**config.mk**
```make
export PLATFORM = sky130hd
export DESIGN_NAME = alu_counter_demux
export DESIGN_NICKNAME = d
export VERILOG_FILES = /design/src/rtl/alu_counter_demux.sv
export SDC_FILE = /design/constraint.sdc
export NUM_CORES = 1
export LEC_CHECK = 0
export CELL_PAD_IN_SITES_DETAIL_PLACEMENT = 0
export CELL_PAD_IN_SITES_GLOBAL_PLACEMENT = 2
export CORE_ASPECT_RATIO = 0.7
export CORE_MARGIN = 4
export CORE_UTILIZATION = 25
export DETAILED_ROUTE_END_ITERATION = 8
export PLACE_DENSITY_LB_ADDON = 0.1
export SYNTH_ARGS = -nofsm -noshare
export SYNTH_HDL_FRONTEND = slang
export SYNTH_SLANG_ARGS = --single-unit
```
**constraint.sdc**
```tcl
create_clock -name clk -period 14.92 [get_ports clk]
set_input_delay 4.476 -clock clk [delete_from_list [all_inputs] [get_ports clk]]
set_output_delay 4.476 -clock clk [all_outputs]
set_load 0.005 [all_outputs]
```
**src/rtl/alu_counter_demux.sv**
```systemverilog
// 74181-style 16-bit ALU, loadable up-counter and 3-to-8 active-low demux.
// Only the counter is clocked/reset; ALU and demux are pure combinational paths.
module alu_counter_demux #(
  parameter int unsigned CNT_WIDTH = 16
) (
  input  logic                 clk,
  input  logic                 _reset,
  input  logic                 alu_mode,
  input  logic [3:0]           alu_op,
  input  logic                 c_in,
  input  logic [15:0]          x,
  input  logic [15:0]          y,
  output logic [15:0]          z,
  input  logic                 cnt_ce,
  input  logic                 cnt_load,
  input  logic [CNT_WIDTH-1:0] cnt_preset,
  output logic [CNT_WIDTH-1:0] cnt_out,
  input  logic [2:0]           dmx_sel,
  output logic [7:0]           dmx_out
);

  logic [15:0]          w_f;
  logic [15:0]          w_anb;
  logic [15:0]          w_aob;
  logic [15:0]          w_aonb;
  logic [15:0]          w_ab;
  logic [CNT_WIDTH-1:0] r_cnt;

  assign w_anb  = x & ~y;
  assign w_aob  = x | y;
  assign w_aonb = x | ~y;
  assign w_ab   = x & y;

  always_comb begin
    w_f = '0;
    if (alu_mode) begin
      case (alu_op)
        4'h0: w_f = ~x;
        4'h1: w_f = ~w_aob;
        4'h2: w_f = ~x & y;
        4'h3: w_f = '0;
        4'h4: w_f = ~w_ab;
        4'h5: w_f = ~y;
        4'h6: w_f = x ^ y;
        4'h7: w_f = w_anb;
        4'h8: w_f = ~x | y;
        4'h9: w_f = ~(x ^ y);
        4'hA: w_f = y;
        4'hB: w_f = w_ab;
        4'hC: w_f = '1;
        4'hD: w_f = w_aonb;
        4'hE: w_f = w_aob;
        default: w_f = x;
      endcase
    end else begin
      // carry-out is dropped: every sum below truncates to 16 bits
      case (alu_op)
        4'h0: w_f = x;
        4'h1: w_f = w_aob;
        4'h2: w_f = w_aonb;
        4'h3: w_f = '1;
        4'h4: w_f = x + w_anb;
        4'h5: w_f = w_aob + w_anb;
        4'h6: w_f = x + ~y;
        4'h7: w_f = w_anb - 16'd1;
        4'h8: w_f = x + w_ab;
        4'h9: w_f = x + y;
        4'hA: w_f = w_aonb + w_ab;
        4'hB: w_f = w_ab - 16'd1;
        4'hC: w_f = x + x;
        4'hD: w_f = w_aob + x;
        4'hE: w_f = w_aonb + x;
        default: w_f = x - 16'd1;
      endcase
    end
  end

  assign z = alu_mode ? w_f : w_f + {15'd0, c_in};

  always_ff @(posedge clk or negedge _reset) begin
    if (!_reset) begin
      r_cnt <= '0;
    end else if (cnt_load) begin
      r_cnt <= cnt_preset;
    end else if (cnt_ce) begin
      r_cnt <= r_cnt + CNT_WIDTH'(1);
    end
  end

  assign cnt_out = r_cnt;
  assign dmx_out = ~(8'd1 << dmx_sel);

endmodule

```
# After elaboration in Yosys (flattened, before gate mapping)
# Cells that the tools add are included.
[totals]
reg_bits = 16
input_bits = 61
out_inout_bits = 40
wordCells = 51
[op_classes]
n_addsub = 14
n_eq_ne = 14
shift = 1
n_mux = 6
bitwise_logic = 13
reduce_logical = 2
[ops]
columns = ["op", "count"]
rows = [
  ["$pmux W16 S15", 2],
  ["$add A16 B16 Y16", 9],
  ["$not A16 Y16", 5],
  ["$mux W16", 4],
  ["$and A16 B16 Y16", 3],
  ["$or A16 B16 Y16", 3],
  ["$sub A16 B1 Y16 const B", 3],
  ["$eq A4 B4 Y1 const B", 7],
  ["$add A16 B1 Y16", 1],
  ["$add A16 B1 Y16 const B", 1],
  ["$eq A4 B3 Y1 const B", 4],
  ["$xor A16 B16 Y16", 1],
  ["$eq A4 B2 Y1 const B", 2],
  ["$not A8 Y8", 1],
  ["$shl A1 B3 Y8 const A", 1],
  ["$eq A4 B1 Y1 const B", 1],
  ["$logic_not A4 Y1", 1],
  ["$reduce_bool A2 Y1", 1],
]

# Longest topological paths before layout
[depth]
ltp_word = 7
depth_mapped = 25
mapped_depth_nobuf = 19

# Least setup slack after synthesis
# Ideal clock, no wire load.
[synth_path]
path_kind = "input to output"
start = "input alu_op[3]"
end = "output z[15]"
t_arrival_ns = 9.539
required_ns = 10.444
setup_slack_ns = 0.905
cell_stages = 23
n_path_buf = 7
cell_sequence = "buf_4 buf_2 buf_2 buf_2 clkbuf_1 clkbuf_1 buf_1 mux2i_1 o21ai_0 o2111ai_1 ha_1 inv_1 fa_1 nand2b_1 a21oi_1 or4_1 a21oi_1 o221ai_1 o221ai_2 or4b_4 or3_4 o31a_1 o31ai_1"
[synth_between]
elab_chain_len = 5
word_cells_on_any_way = 20
cone_classes = "1 x add/sub; 14 x eq/ne; 4 x mux; 1 x reduce/logical"
[synth_rtl]
columns = ["element", "line_no", "source"]
rows = [
  ["from (decl)", "9", "input logic [3:0] alu_op,"],
  ["$eq A4 B4 Y1, or another cell as far along", "37, 57", ""],
  ["$pmux W16 S15 (on tied branches)", "57, 37", ""],
  ["$mux W16 (*)", "36", "if (alu_mode) begin"],
  ["$add A16 B1 Y16", "78", "assign z = alu_mode ? w_f : w_f + {15'd0, c_in};"],
  ["$mux W16 (*)", "78", ""],
  ["to (decl)", "13", "output logic [15:0] z,"],
]
# Mark *: on every way between the ends. The rest lies on a longest branch, timed or not.

# Worst setup path in the final report
[layout_path]
start = "input y[0]"
end = "output z[15]"
[layout_between]
elab_chain_len = 7
word_cells_on_any_way = 26
cone_classes = "11 x add/sub; 4 x mux; 11 x bitwise"
[layout_rtl]
columns = ["element", "line_no", "source"]
rows = [
  ["from (decl)", "12", "input logic [15:0] y,"],
  ["$not A16 Y16", "--", ""],
  ["$or A16 B16 Y16 or $and A16 B16 Y16 (tied branches)", "31, 29", ""],
  ["$add A16 B16 Y16, or another cell as far along", "72", "4'hE: w_f = w_aonb + x;"],
  ["$pmux W16 S15", "57", "case (alu_op)"],
  ["$mux W16 (*)", "36", ""],
  ["$add A16 B1 Y16", "78", ""],
  ["$mux W16 (*)", "78", ""],
]
# Marked as above.

==> key figures <==
Floorplanning
  – Die H: 170 µm
  – IO Count: 101
  – Die extent in x: 239 µm
  – Initial core utilization: 25.6%
  – Die area: 40500 µm²
  – Core area: 36400 µm²
  – Site Rows: 58

Power and ir drop
  – Total power: 0.572 mW
  – VDD IR max: 0.0349 mV
  – Pwr per Cell Area: 51.4 nW/µm²
  – Static leakage: 4.47 nW

Synthesis
  – Most frequent cell after synthesis: nand2_1
  – Post-Synth Adder-Cell Area: 16.9%
  – Primary FF master, synth: dfrtp_1
  – Seq/Total Area, Yosys: 4.30%
  – Largest family of logic cells by synthesized area: compound AO/OA/AOI/OAI gates
  – Simple-Gate Fraction of Synth Area: 24.9%
  – Synth warn: 0
  – Synth Area in Compound Gates: 35.0%
  – Cell taking the most area after synthesis: ha_1
  – Post-synthesis cell area: 9320 µm²
  – Ys async rst share: 100%
  – Synth Instances: 1363
  – Post-synth EDFFs: 0
  – Mapped Nets: 1548
  – Flops & latches, synth: 16
  – Post-Synth XOR/XNOR Area: 6.30%
  – Multiplexer share of the synthesized area: 4.96%
  – Netlist cell types: 89
  – Top cells by count, synth: 149 x nand2_1, 121 x ha_1, 117 x a21oi_1, 114 x o21ai_0, 99 x nor2_1
  – Top-area cell type share of the netlist area: 16.2%
  – Post-Syn Area per Cell: 6.84 µm²
  – Most area-consuming cells after synthesis: ha_1 16%, a21oi_1 6.3%, o21ai_0 6.1%, nand2_1 6.0%, dfrtp_1 4.3%

STA
  – Final Cycle Share: 98.4%
  – Max Fclk: 68.1 MHz
  – Period minus WS final: 14.68 ns
  – Fin. Hold Viols: 0
  – Setup violators final: 0
  – Slew @ Worst Pin: 1.21 ns
  – Slew Limit Fails: 0
  – RSZ-0062 raised after global routing: false
  – Setup TNS: 0 ns
  – Layout Skew: 0.00447 ns
  – Relative slew slack: 19.1%

Clock tree
  – Clk sink count: 16
  – Maximum buffer depth of the clock tree: 2
  – Clk_lat worst skew: 0.26 ns
  – Post-CTS Setup Repair Bufs: 0
  – Clk root buf: clkbuf_16
  – TritonCTS clock tree: done
  – Clk slew on worst S/H paths: 0.06 ns
  – CTS Buf Count: 3
  – CTS H-tree lvls: 1

GRT
  – Vias in the first global route: 10600
  – First-pass GRT wire length: 78.7 mm
  – GRT overflow: 0
  – Global-route usage over all layers: 26.2%
  – Largest net degree at the start of global routing: 54
  – Initial antenna violation count: 0

Finish
  – Layout fillers: 3997
  – ANT cells: 0
  – FF+latch area: 400 µm²
  – Area occupied by multi-input gates: 8210 µm²
  – Number of flip-flops in the largest register: 16
  – Fraction of layout cells with a size suffix above 1: 9.59%
  – Area delta synth->final: 19.5%
  – Nets: 1636

Routing
  – Vias per inst: 5.95
  – DRC errors left: 0
  – TritonRoute pass-1 iters: 5
  – Iter 0 DRT Violations: 1531
  – Antenna Nets Post-Route: 0
  – Wirelength per Cell: 28.7 µm
  – Routed vias: 11500
  – Final wirelength: 55.4 mm

Setup path
  – R2r startpoint: cnt_out[0]
  – Worst setup EP type: output port
  – Startpoint Class: input port
  – Worst Path Max Fanout: 8
  – Critical path type: input port to output port
  – Crit path from: y[0]
  – CP arrival: 10.20 ns
  – Worst EP required: 10.44 ns

Job
  – Max_cap viols: 0

Placed design
  – Final HPWL DP: 43.0 mm
  – GPL Wtd Cong: 0.983
  – Port buffer count: 100

Hold path
  – Worst min path class: flop to flop
  – Hold path start: cnt_out[15]

Status
  – Status: finished clean
## where the power goes
| part | internal, mW | switching [mW] |
|---|---|---|
| combinational | 0.182 | 0.275 |
| clock | 0.0409 | 0.0206 |
| sequential | 0.0478 | 0.00598 |
## metal layers
metal	wire (µm)	vias to the layer above	part of all wire [%]	global-route usage [%]
met5	0	-	0	0
met3	6480	24	12	6.51
met4	340	0	0.61	2.09
met1	27500	5609	50	42.8
met2	21100	607	38	34.9
li1	-	5250	-	-
## kinds of logic after synthesis
family | after synthesis
AOI/OAI and AO/OA | 490
and+or+nand+nor | 467
buffers and inverters | 155
adders and majority gates | 124
xor gates and xnor gates | 67
muxes | 44
DFF | 16
## placed cells by master, fill, tap and decap left out, drive strengths merged, types with 11 or more instances in the layout
| cell | instances |
|---|---|
| nand2 | 149 |
| ha | 121 |
| a21oi | 117 |
| o21ai | 116 |
| nor2 | 101 |
| clkdlybuf4s50 | 95 |
| buf | 87 |
| inv | 56 |
| nand3 | 44 |
| xnor2 | 40 |
| o22ai | 37 |
| mux2i | 36 |
| nor3 | 30 |
| xor2 | 27 |
| nand2b | 20 |
| o2111ai | 19 |
| a22oi | 18 |
| o211ai | 18 |
| a31oi | 18 |
| a21o | 17 |
| nor2b | 16 |
| dfrtp | 16 |
| or3 | 14 |
| a211oi | 13 |
| a221oi | 13 |
| or2 | 13 |
| nand3b | 12 |
| and3 | 11 |
| and2 | 11 |
## through the flow
step           hold WS (ns)  instance area [µm²]  util [%]  setup WS, ns  std cells
2_1_floorplan         0.572                 9320         -         0.905       1363
3_3_place_gp          0.581                11000      30.4         0.341       1926
3_5_place_dp          0.601                11000      30.4         0.409       1926
4_1_cts               0.619                11100      30.6         0.413       1930
5_1_grt               0.654                11100      30.6        0.0455       1930
6_report              0.615                11100      30.6         0.240       1930
## what timing repair did
| action | in CTS | in global routing |
|---|---|---|
| resized for setup | 0 | 1 |
| setup endpoints to repair | 0 | 3 |
| hold buffers | 0 | 0 |
## final timing paths
| check | end | slack [ns] | cells after the start |
|---|---|---|---|
| min reg2reg | cnt_out[15] | 0.62 | 2 |
| min in group asynchronous | cnt_out[11] | 4.70 | 1 |
| max reg2reg | cnt_out[12] | 12.87 | 8 |
| max in group asynchronous | cnt_out[2] | 9.68 | 1 |
| max | z[15] | 0.24 | 23 |
| min | cnt_out[15] | 0.62 | 2 |
## final cells by class
| cell class | instances | share of cell area (%) |
|---|---|---|
| Sequential cell | 16 | 3.60 |
| Clock buffer | 4 | 0.798 |
| Timing Repair Buffer | 182 | 14.6 |
| Multi-Input combinational cell | 1192 | 73.8 |
| Inverter | 56 | 1.89 |
| Tap cell | 480 | 5.39 |
## critical path, stage by stage
cell and delay, ns:
clkdlybuf4s50_1 0.56, inv_1 0.18, ha_1 0.33, ha_1 0.27, nand3_1 0.16, nor2_1 0.13
buf_4 0.18, nand2_1 0.08, xnor2_1 0.13, nand2_1 0.08, ha_1 0.38, a21oi_1 0.35
o21ai_0 0.22, a211o_1 0.31, o221a_2 0.32, o41a_1 0.36, a21oi_1 0.13, nor3_1 0.08
nor4_1 0.44, buf_4 0.20, nor4_1 0.04, o31ai_1 0.24, clkdlybuf4s50_1 0.54
Note: power is estimated with default switching activity, not from simulation.
